<file path="src/rtl/reg_file_if.sv">
// Bus between the issue stage / ROB and the architectural register file.
//
// Handshake: there is no valid/ready pair. rdy_in is a global enable; when it
// is low the register file ignores issue, commit and flush and keeps its
// state. Each of rob_commit, issue_pollute and clear_up is sampled as a
// one-cycle command at a rising clock edge where rdy_in is high. The lookup
// outputs are combinational and always valid. The ROB answers
// get_rob_entryN in the same cycle through readyN/valueN.
interface reg_file_if #(
  parameter int ROB_BIT = 4
);
  logic               rdy_in;
  logic               clear_up;
  logic               issue_pollute;
  logic [4:0]         issue_reg_id;
  logic [ROB_BIT-1:0] issue_rob_entry;
  logic               rob_commit;
  logic [4:0]         commit_rd_reg_id;
  logic [ROB_BIT-1:0] commit_rob_entry;
  logic [31:0]        commit_value;
  logic [4:0]         rs1_id;
  logic [4:0]         rs2_id;
  logic               rs1_busy;
  logic [ROB_BIT-1:0] rs1_tag;
  logic [31:0]        rs1_value;
  logic               rs2_busy;
  logic [ROB_BIT-1:0] rs2_tag;
  logic [31:0]        rs2_value;
  logic [ROB_BIT-1:0] get_rob_entry1;
  logic               ready1;
  logic [31:0]        value1;
  logic [ROB_BIT-1:0] get_rob_entry2;
  logic               ready2;
  logic [31:0]        value2;

  // Register file side
  modport slave (
    input  rdy_in, clear_up, issue_pollute, issue_reg_id, issue_rob_entry,
    input  rob_commit, commit_rd_reg_id, commit_rob_entry, commit_value,
    input  rs1_id, rs2_id, ready1, value1, ready2, value2,
    output rs1_busy, rs1_tag, rs1_value, rs2_busy, rs2_tag, rs2_value,
    output get_rob_entry1, get_rob_entry2
  );

  // Issue stage / ROB side
  modport master (
    output rdy_in, clear_up, issue_pollute, issue_reg_id, issue_rob_entry,
    output rob_commit, commit_rd_reg_id, commit_rob_entry, commit_value,
    output rs1_id, rs2_id, ready1, value1, ready2, value2,
    input  rs1_busy, rs1_tag, rs1_value, rs2_busy, rs2_tag, rs2_value,
    input  get_rob_entry1, get_rob_entry2
  );
endinterface

</file>
<file path="src/rtl/reg_file.sv">
// Architectural register file with per-register rename tags.
// Holds committed values for x1..x31, a busy flag and the ROB entry of the
// newest in-flight producer. Operand lookup is combinational and forwards
// from the same-cycle commit or from the ROB when the producer is done.
module reg_file #(
  parameter int ROB_BIT = 4
) (
  input  logic            clk_in,
  input  logic            rst_in,
  reg_file_if.slave       bus
);

  logic [31:0]        val_q  [32];
  logic [31:0]        val_d  [32];
  logic [31:0]        busy_q;
  logic [31:0]        busy_d;
  logic [ROB_BIT-1:0] tag_q  [32];
  logic [ROB_BIT-1:0] tag_d  [32];

  // Next state: commit writes the value (clearing busy only on a tag match),
  // then flush or issue overrides busy/tag, so issue wins over commit.
  always_comb begin
    val_d  = val_q;
    busy_d = busy_q;
    tag_d  = tag_q;
    if (bus.rob_commit && bus.commit_rd_reg_id != 5'd0) begin
      val_d[bus.commit_rd_reg_id] = bus.commit_value;
      if (busy_q[bus.commit_rd_reg_id] &&
          tag_q[bus.commit_rd_reg_id] == bus.commit_rob_entry)
        busy_d[bus.commit_rd_reg_id] = 1'b0;
    end
    if (bus.clear_up) begin
      busy_d = '0;
      for (int i = 0; i < 32; i++) tag_d[i] = '0;
    end else if (bus.issue_pollute && bus.issue_reg_id != 5'd0) begin
      busy_d[bus.issue_reg_id] = 1'b1;
      tag_d[bus.issue_reg_id]  = bus.issue_rob_entry;
    end
  end

  // State registers: async clear, frozen while rdy_in is low.
  always_ff @(posedge clk_in or posedge rst_in) begin
    if (rst_in) begin
      busy_q <= '0;
      for (int i = 0; i < 32; i++) begin
        val_q[i] <= '0;
        tag_q[i] <= '0;
      end
    end else if (bus.rdy_in) begin
      busy_q <= busy_d;
      val_q  <= val_d;
      tag_q  <= tag_d;
    end
  end

  // Operand 1 lookup: x0, committed value, same-cycle commit, ROB, pending.
  always_comb begin
    bus.get_rob_entry1 = tag_q[bus.rs1_id];
    bus.rs1_busy       = 1'b0;
    bus.rs1_tag        = '0;
    bus.rs1_value      = '0;
    if (bus.rs1_id != 5'd0) begin
      if (!busy_q[bus.rs1_id]) begin
        bus.rs1_value = val_q[bus.rs1_id];
      end else if (bus.rob_commit && bus.commit_rd_reg_id == bus.rs1_id &&
                   bus.commit_rob_entry == tag_q[bus.rs1_id]) begin
        bus.rs1_value = bus.commit_value;
      end else if (bus.ready1) begin
        bus.rs1_value = bus.value1;
      end else begin
        bus.rs1_busy = 1'b1;
        bus.rs1_tag  = tag_q[bus.rs1_id];
      end
    end
  end

  // Operand 2 lookup: same priority as operand 1.
  always_comb begin
    bus.get_rob_entry2 = tag_q[bus.rs2_id];
    bus.rs2_busy       = 1'b0;
    bus.rs2_tag        = '0;
    bus.rs2_value      = '0;
    if (bus.rs2_id != 5'd0) begin
      if (!busy_q[bus.rs2_id]) begin
        bus.rs2_value = val_q[bus.rs2_id];
      end else if (bus.rob_commit && bus.commit_rd_reg_id == bus.rs2_id &&
                   bus.commit_rob_entry == tag_q[bus.rs2_id]) begin
        bus.rs2_value = bus.commit_value;
      end else if (bus.ready2) begin
        bus.rs2_value = bus.value2;
      end else begin
        bus.rs2_busy = 1'b1;
        bus.rs2_tag  = tag_q[bus.rs2_id];
      end
    end
  end

endmodule

</file>
<file path="src/flat_wrapper.sv">
// flat-port wrapper written by rule: the top's interface ports become plain ports
module reg_file_flat 
#(
  parameter int ROB_BIT = 4
)
  (clk_in, rst_in, bus_rdy_in, bus_clear_up, bus_issue_pollute, bus_issue_reg_id, bus_issue_rob_entry, bus_rob_commit, bus_commit_rd_reg_id, bus_commit_rob_entry, bus_commit_value, bus_rs1_id, bus_rs2_id, bus_ready1, bus_value1, bus_ready2, bus_value2, bus_rs1_busy, bus_rs1_tag, bus_rs1_value, bus_rs2_busy, bus_rs2_tag, bus_rs2_value, bus_get_rob_entry1, bus_get_rob_entry2);
  reg_file_if #(.ROB_BIT(ROB_BIT)) bus_i ();
  input  logic clk_in;
  input  logic rst_in;
  input wire logic [$bits(bus_i.rdy_in)-1:0] bus_rdy_in;
  input wire logic [$bits(bus_i.clear_up)-1:0] bus_clear_up;
  input wire logic [$bits(bus_i.issue_pollute)-1:0] bus_issue_pollute;
  input wire logic [$bits(bus_i.issue_reg_id)-1:0] bus_issue_reg_id;
  input wire logic [$bits(bus_i.issue_rob_entry)-1:0] bus_issue_rob_entry;
  input wire logic [$bits(bus_i.rob_commit)-1:0] bus_rob_commit;
  input wire logic [$bits(bus_i.commit_rd_reg_id)-1:0] bus_commit_rd_reg_id;
  input wire logic [$bits(bus_i.commit_rob_entry)-1:0] bus_commit_rob_entry;
  input wire logic [$bits(bus_i.commit_value)-1:0] bus_commit_value;
  input wire logic [$bits(bus_i.rs1_id)-1:0] bus_rs1_id;
  input wire logic [$bits(bus_i.rs2_id)-1:0] bus_rs2_id;
  input wire logic [$bits(bus_i.ready1)-1:0] bus_ready1;
  input wire logic [$bits(bus_i.value1)-1:0] bus_value1;
  input wire logic [$bits(bus_i.ready2)-1:0] bus_ready2;
  input wire logic [$bits(bus_i.value2)-1:0] bus_value2;
  output wire logic [$bits(bus_i.rs1_busy)-1:0] bus_rs1_busy;
  output wire logic [$bits(bus_i.rs1_tag)-1:0] bus_rs1_tag;
  output wire logic [$bits(bus_i.rs1_value)-1:0] bus_rs1_value;
  output wire logic [$bits(bus_i.rs2_busy)-1:0] bus_rs2_busy;
  output wire logic [$bits(bus_i.rs2_tag)-1:0] bus_rs2_tag;
  output wire logic [$bits(bus_i.rs2_value)-1:0] bus_rs2_value;
  output wire logic [$bits(bus_i.get_rob_entry1)-1:0] bus_get_rob_entry1;
  output wire logic [$bits(bus_i.get_rob_entry2)-1:0] bus_get_rob_entry2;
  assign bus_i.rdy_in = bus_rdy_in;
  assign bus_i.clear_up = bus_clear_up;
  assign bus_i.issue_pollute = bus_issue_pollute;
  assign bus_i.issue_reg_id = bus_issue_reg_id;
  assign bus_i.issue_rob_entry = bus_issue_rob_entry;
  assign bus_i.rob_commit = bus_rob_commit;
  assign bus_i.commit_rd_reg_id = bus_commit_rd_reg_id;
  assign bus_i.commit_rob_entry = bus_commit_rob_entry;
  assign bus_i.commit_value = bus_commit_value;
  assign bus_i.rs1_id = bus_rs1_id;
  assign bus_i.rs2_id = bus_rs2_id;
  assign bus_i.ready1 = bus_ready1;
  assign bus_i.value1 = bus_value1;
  assign bus_i.ready2 = bus_ready2;
  assign bus_i.value2 = bus_value2;
  assign bus_rs1_busy = bus_i.rs1_busy;
  assign bus_rs1_tag = bus_i.rs1_tag;
  assign bus_rs1_value = bus_i.rs1_value;
  assign bus_rs2_busy = bus_i.rs2_busy;
  assign bus_rs2_tag = bus_i.rs2_tag;
  assign bus_rs2_value = bus_i.rs2_value;
  assign bus_get_rob_entry1 = bus_i.get_rob_entry1;
  assign bus_get_rob_entry2 = bus_i.get_rob_entry2;
  reg_file #(.ROB_BIT(ROB_BIT)) u_core (.clk_in(clk_in), .rst_in(rst_in), .bus(bus_i));
endmodule
</file>
<file path="config.mk">
export PLATFORM = sky130hd
export DESIGN_NAME = reg_file_flat
export DESIGN_NICKNAME = d
export VERILOG_FILES = /design/src/rtl/reg_file_if.sv /design/src/rtl/reg_file.sv /design/src/flat_wrapper.sv
export SDC_FILE = /design/constraint.sdc
export NUM_CORES = 2
export LEC_CHECK = 0
export BUFFER_PORTS_ARGS = -buffer_cell sky130_fd_sc_hd__buf_2
export CORE_UTILIZATION = 55
export DETAILED_ROUTE_END_ITERATION = 8
export GPL_TIMING_DRIVEN = 0
export PLACE_DENSITY = 0.81
export REMOVE_ABC_BUFFERS = 1
export SYNTH_ARGS = -nofsm -noshare
export SYNTH_HDL_FRONTEND = slang
export SYNTH_SLANG_ARGS = --single-unit
</file>
<file path="constraint.sdc">
create_clock -name clk_in -period 50.4 [get_ports clk_in]
set_input_delay 10.08 -clock clk_in [delete_from_list [all_inputs] [get_ports clk_in]]
set_output_delay 10.08 -clock clk_in [all_outputs]
set_load 0.005 [all_outputs]
</file>
Word-level counts from Yosys, hierarchy flattened. Index checks and enable logic that the tools add are counted.

Output and inout bits: 82. Input bits: 132. Register bits: 1184.

Reductions and logical operators: 18. $lt $le $gt $ge: 12. Equality and inequality tests: 5. Bitwise logic cells: 7. Muxes and demuxes: 61.

Operators by type and width (number): bitwise mux 1024 bit (1); two-way mux 32 bit (17); binary-select mux 32 bit (select 5 bit) (2); two-way mux 128 bit (2); demux 32 bit (select 5 bit) (1); bitwise mux 128 bit (1); binary-select mux 4 bit (select 5 bit) (3); two-way mux 4 bit (15); bitwise AND 32 bit (1); NOT 32 bit (1); bitwise OR 32 bit (1); greater-or-equal comparator 6 bit (second input constant) (4); < comparator 5 x 6 -> 1 bit (second input constant) (4); NOT 5 -> 6 bit (4); demux 4 bit (select 5 bit) (1); nonzero test 5 bit (4); binary-select mux 1 bit (select 5 bit) (3); two-way mux 1 bit (13); equality test 4 bit (3); < comparator 6 x 1 -> 1 bit (second input constant) (2); logical AND 1 bit (11); demux 1 bit (select 5 bit) (2); equality test 5 bit (2); greater-or-equal comparator 5 x 1 -> 1 bit (second input constant) (2); other kinds (2) (3).

Longest topological paths before layout.
Depth after elaboration: 11. Mapped depth: 15. Depth with buffers taken out: 7.

Least setup slack after synthesis. Ideal clock, no wire load.

Path kind: input to output. Start point: input bus_rs2_id[0]. End point: output bus_rs2_value[23]. Data required time: 40.320 ns. Slack: 27.559 ns. Stages on the path: 11. Arrival: 12.761 ns. Path buffers: 5. Cells stage by stage: buf_4 buf_4 buf_4 buf_2 buf_1 mux4_2 mux4_2 a22oi_1 nand2_1 nand2_1 a21oi_1.

Longest elaborated chain between the ends: 9. Elaborated cells between the ends (all ways): 17. Classes of those cells: eq/ne (2); mux (11); bitwise (1); reduce/logical (3).

Ends and longest elaborated chain: start: declaration (RTL line flat_wrapper.sv:20) `input wire logic [$bits(bus_i.rs2_id)-1:0] bus_rs2_id;`; NOT 5 -> 6 bit (not written as such) (RTL line reg_file.sv:85, reg_file.sv:87); binary-select mux 4 bit (select 5 bit) (RTL line reg_file.sv:87) `bus.commit_rob_entry == tag_q[bus.rs2_id]) begin`; two-way mux 4 bit (not written as such) (2 in series) (RTL line reg_file.sv:87); equality test 4 bit (RTL line reg_file.sv:87); logical AND 1 bit (RTL line reg_file.sv:86) `end else if (bus.rob_commit && bus.commit_rd_reg_id == bus.rs2_id &&`; two-way mux 32 bit (RTL line reg_file.sv:86); two-way mux 32 bit (RTL line reg_file.sv:84) `if (!busy_q[bus.rs2_id]) begin`; two-way mux 32 bit (*) (RTL line reg_file.sv:83) `if (bus.rs2_id != 5'd0) begin`; end: declaration (RTL line flat_wrapper.sv:30) `output wire logic [$bits(bus_i.rs2_value)-1:0] bus_rs2_value;`.

Mark *: on every way between the ends. The rest lies on a longest branch, timed or not. The select of a mux whose other input is x is not followed.

Final worst setup path.
Start point: input bus_rs2_id[1]. End point: output bus_rs2_value[16].

Same word-level chain as after synthesis.

==> summary.txt <==
Power
  • Clk pwr share: 0.358
  • Switching Share: 0.288
  • Static Leakage: 33.9 nW
  • Pwr dens: 35.1 nW/µm²
  • Sequential share of power: 0.441
  • Maximum vdd drop: between 0.03 and 0.04 mV
  • Psw: between 0.7 and 0.8 mW
  • Internal: 1.91 mW
  • Comb pwr share: 0.200

Die
  • Width of the die: 354 µm
  • Core Footprint: 122,000 µm²
  • Initial core utilization: 0.558
  • Total die area: between 100,000 and 150,000 µm²
  • Die Ht: ~350 µm
  • # IOs: approximately 210
  • # rows: 128

Logic synthesis
  • Cell taking the most area after synthesis: dfrtp_1
  • Synth top area share: 0.434
  • Dominant cells by area after synthesis: dfrtp_1 (43%), mux4_2 (19%), mux2_2 (17%)
  • YS warnings: 0
  • EDFF count, synth: 0
  • Post-Syn Area: just under 70,000 µm²
  • FFs w/ async S/R, synth: 1.00
  • Register bit count reported by yosys: about 1,200
  • Post-Synthesis Cells: between 5,000 and 6,000
  • Most used DFF post-synth: dfrtp_1
  • Seq/Total Area, Yosys: 0.434
  • Mean Syn Cell Area: 13.4 µm²
  • Netlist cell types: 58

GRT
  • Met1 usage: 0.449
  • Global-route track usage on met2: 0.544
  • Global-route wire length before repair: approximately 330,000 µm
  • Vias in the first global route: about 50,000
  • Initial antenna violation count: 9
  • GR Util met3: 0.0969
  • Tot GR Track Use: 0.353
  • GRT overflow: 0
  • Largest net degree at the start of global routing: approximately 140
  • GR peak layer: met2

Routing
  • DRT Pass-1 Iters: 6
  • Detail Route Antenna Nets: 0
  • Drt total wl: roughly 220,000 µm
  • Drt wl/cell: approximately 33 µm
  • Vias per cell: ~7.4
  • DRC: 0
  • Via count: 49,441
  • 1st-iter DRT viols: 6,922

CTS
  • CTS Hold Bufs: 0
  • Reg clk slew, reported paths: 0.06 ns
  • Worst skew pair latency: about 0.75 ns
  • CTS tree: done
  • Max Buffers Root-to-Sink: 3
  • Num CTS Buffers: 120
  • H-tree Lvls: 3
  • Post-CTS sizing: 0
  • Post-CTS setup repair buffer count: 0
  • Clock Tree Root: clkbuf_16
  • Clock Sinks: 1,184

Finish
  • Share of cells above drive strength 1: 0.435
  • Final Util: 0.623
  • Fin cells: around 6,700
  • # fillers: approximately 8,600
  • Commonest non-fill, non-tap cell in the layout: dfrtp_1
  • Post-route cell area: 76,200 µm²
  • Most frequent cells in the layout: dfrtp_1 (1,184), mux2_2 (1,013), mux4_2 (581)
  • Multi-input combinational cell area: between 30,000 and 40,000 µm²
  • Synth-to-layout area growth: 11.7%
  • Fin nets: 5,111
  • Sequential cell area: roughly 30,000 µm²

STA
  • RSZ-0062 raised after global routing: no
  • Setup tns final: 0 ns
  • Final WS setup: between 20 and 25 ns
  • Final hold viol count: 0
  • Worst slew margin: -0.0600
  • Ratio of final minimum period to clock period: 0.505
  • Worst-Margin Slew: 1.59 ns
  • Final Max Slew Viols: between 40 and 50
  • Count of final setup violators: 0
  • Max Clk Rate: around 39 MHz
  • Layout Skew: between 0.03 and 0.04 ns
  • Post-layout minimum cycle time: 25.43 ns

Min path
  • HP Class: reg2reg

Place
  • Area after DPL: roughly 72,000 µm²
  • DP Worst Slack: approximately 25 ns
  • Placer Congestion: between 0.9 and 1
  • Placed cell count: approximately 6,500
  • HPWL Detailed: approximately 130,000 µm
  • Port bufs: roughly 210

Status
  • Failing checks: capacitance limit, slew limit
  • Outcome: finished, violations left

Run
  • Total of max-cap violations: 2

Critical path
  • Arrival time worst endpoint: about 15 ns
  • CP Max Fanout: 68
  • CP Class: in2out
  • Crit. End Element: primary output
  • Critical Path RT: about 40 ns
  • CP Launch Type: input port
## through the flow
| stage | hold slack [ns] | total power [mW] |
|---|---|---|
| 2_1_floorplan | 0.365 | 1.50 |
| 3_3_place_gp | 0.376 | 1.69 |
| 3_5_place_dp | 0.384 | 1.71 |
| 4_1_cts | 0.398 | 2.67 |
| 5_1_grt | 0.414 | 2.76 |
| 6_report | 0.397 | 2.68 |
## routing by layer
metal | vias up | part of all wire
li1 | 19392 | -
met4 | 6 | 0.066
met2 | 3526 | 0.46
met5 | - | 0.00020
met3 | 945 | 0.11
met1 | 25572 | 0.36
## critical path, cell delays in order
cell       delay, ns
buf_8           0.43
buf_16          0.42
buf_16          0.36
mux4_2          0.57
mux2_2          0.29
a211oi_1        0.58
or3_2           0.60
buf_12          0.26
o2111ai_4       0.44
buf_12          0.35
o311ai_0        0.33
a21oi_1         0.24
buf_2           0.19
## Yosys cell counts (all sizes together), types with 32 or more instances
cell / n
a21oi: 172
a221oi: 73
a22oi: 51
a41oi: 33
and3: 43
buf: 221
clkbuf: 356
dfrtp: 1184
inv: 133
mux2: 1013
mux2i: 400
mux4: 581
nand2: 135
nand3: 55
nor2: 124
o21ai: 79
o22ai: 130
o311ai: 32
## state kept, by name, summed over array words and instances (netlist names)
register / count
u_core.tag_q: 128
u_core.val_q: 1024
u_core.busy_q: 32
## power by group through the flow
stage	clock network [mW]	registers [mW]	logic [mW]
after floorplan	0	1.16	0.344
after global placement	0	1.18	0.516
after detailed placement	0	1.19	0.524
after CTS	0.961	1.17	0.530
after global routing	1.00	1.19	0.566
final	0.959	1.18	0.537
## path summary, 6_finish.rpt
kind,startpoint,slack (ns),endpoint,cells past startpoint
max reg2reg,u_core.tag_q[87],47.11,u_core.busy_q[26],8
min,u_core.val_q[999],0.40,u_core.val_q[999],0
max,bus_rs2_id[1],24.97,bus_rs2_value[16],13
max in group asynchronous,rst_in,38.13,u_core.val_q[525],7
min reg2reg,u_core.val_q[999],0.40,u_core.val_q[999],0
min in group asynchronous,rst_in,9.34,u_core.val_q[551],2
## cell type report
class | count | share of cell area
antenna | 5 | 0.000164
clock buffer | 172 | 0.0463
clock inverter | 53 | 0.00963
inverter | 133 | 0.00665
multi-input combinational | 3198 | 0.473
sequential | 1184 | 0.389
tap | 1625 | 0.0267
timing repair buffer | 342 | 0.0490
## logic make-up (layout without fill, tap and decap cells)
logic type	after synthesis	in the layout	share of synthesized area
other	0	5	0
buffers and inverters	710	700	0.0429
XOR/XNOR	17	17	0.00218
flip-flops	1184	1184	0.434
multiplexers	1994	1994	0.418
AND/OR/NAND/NOR	511	511	0.0368
AO/OA/AOI/OAI	676	676	0.0663
(Power assumes the default switching activity.)
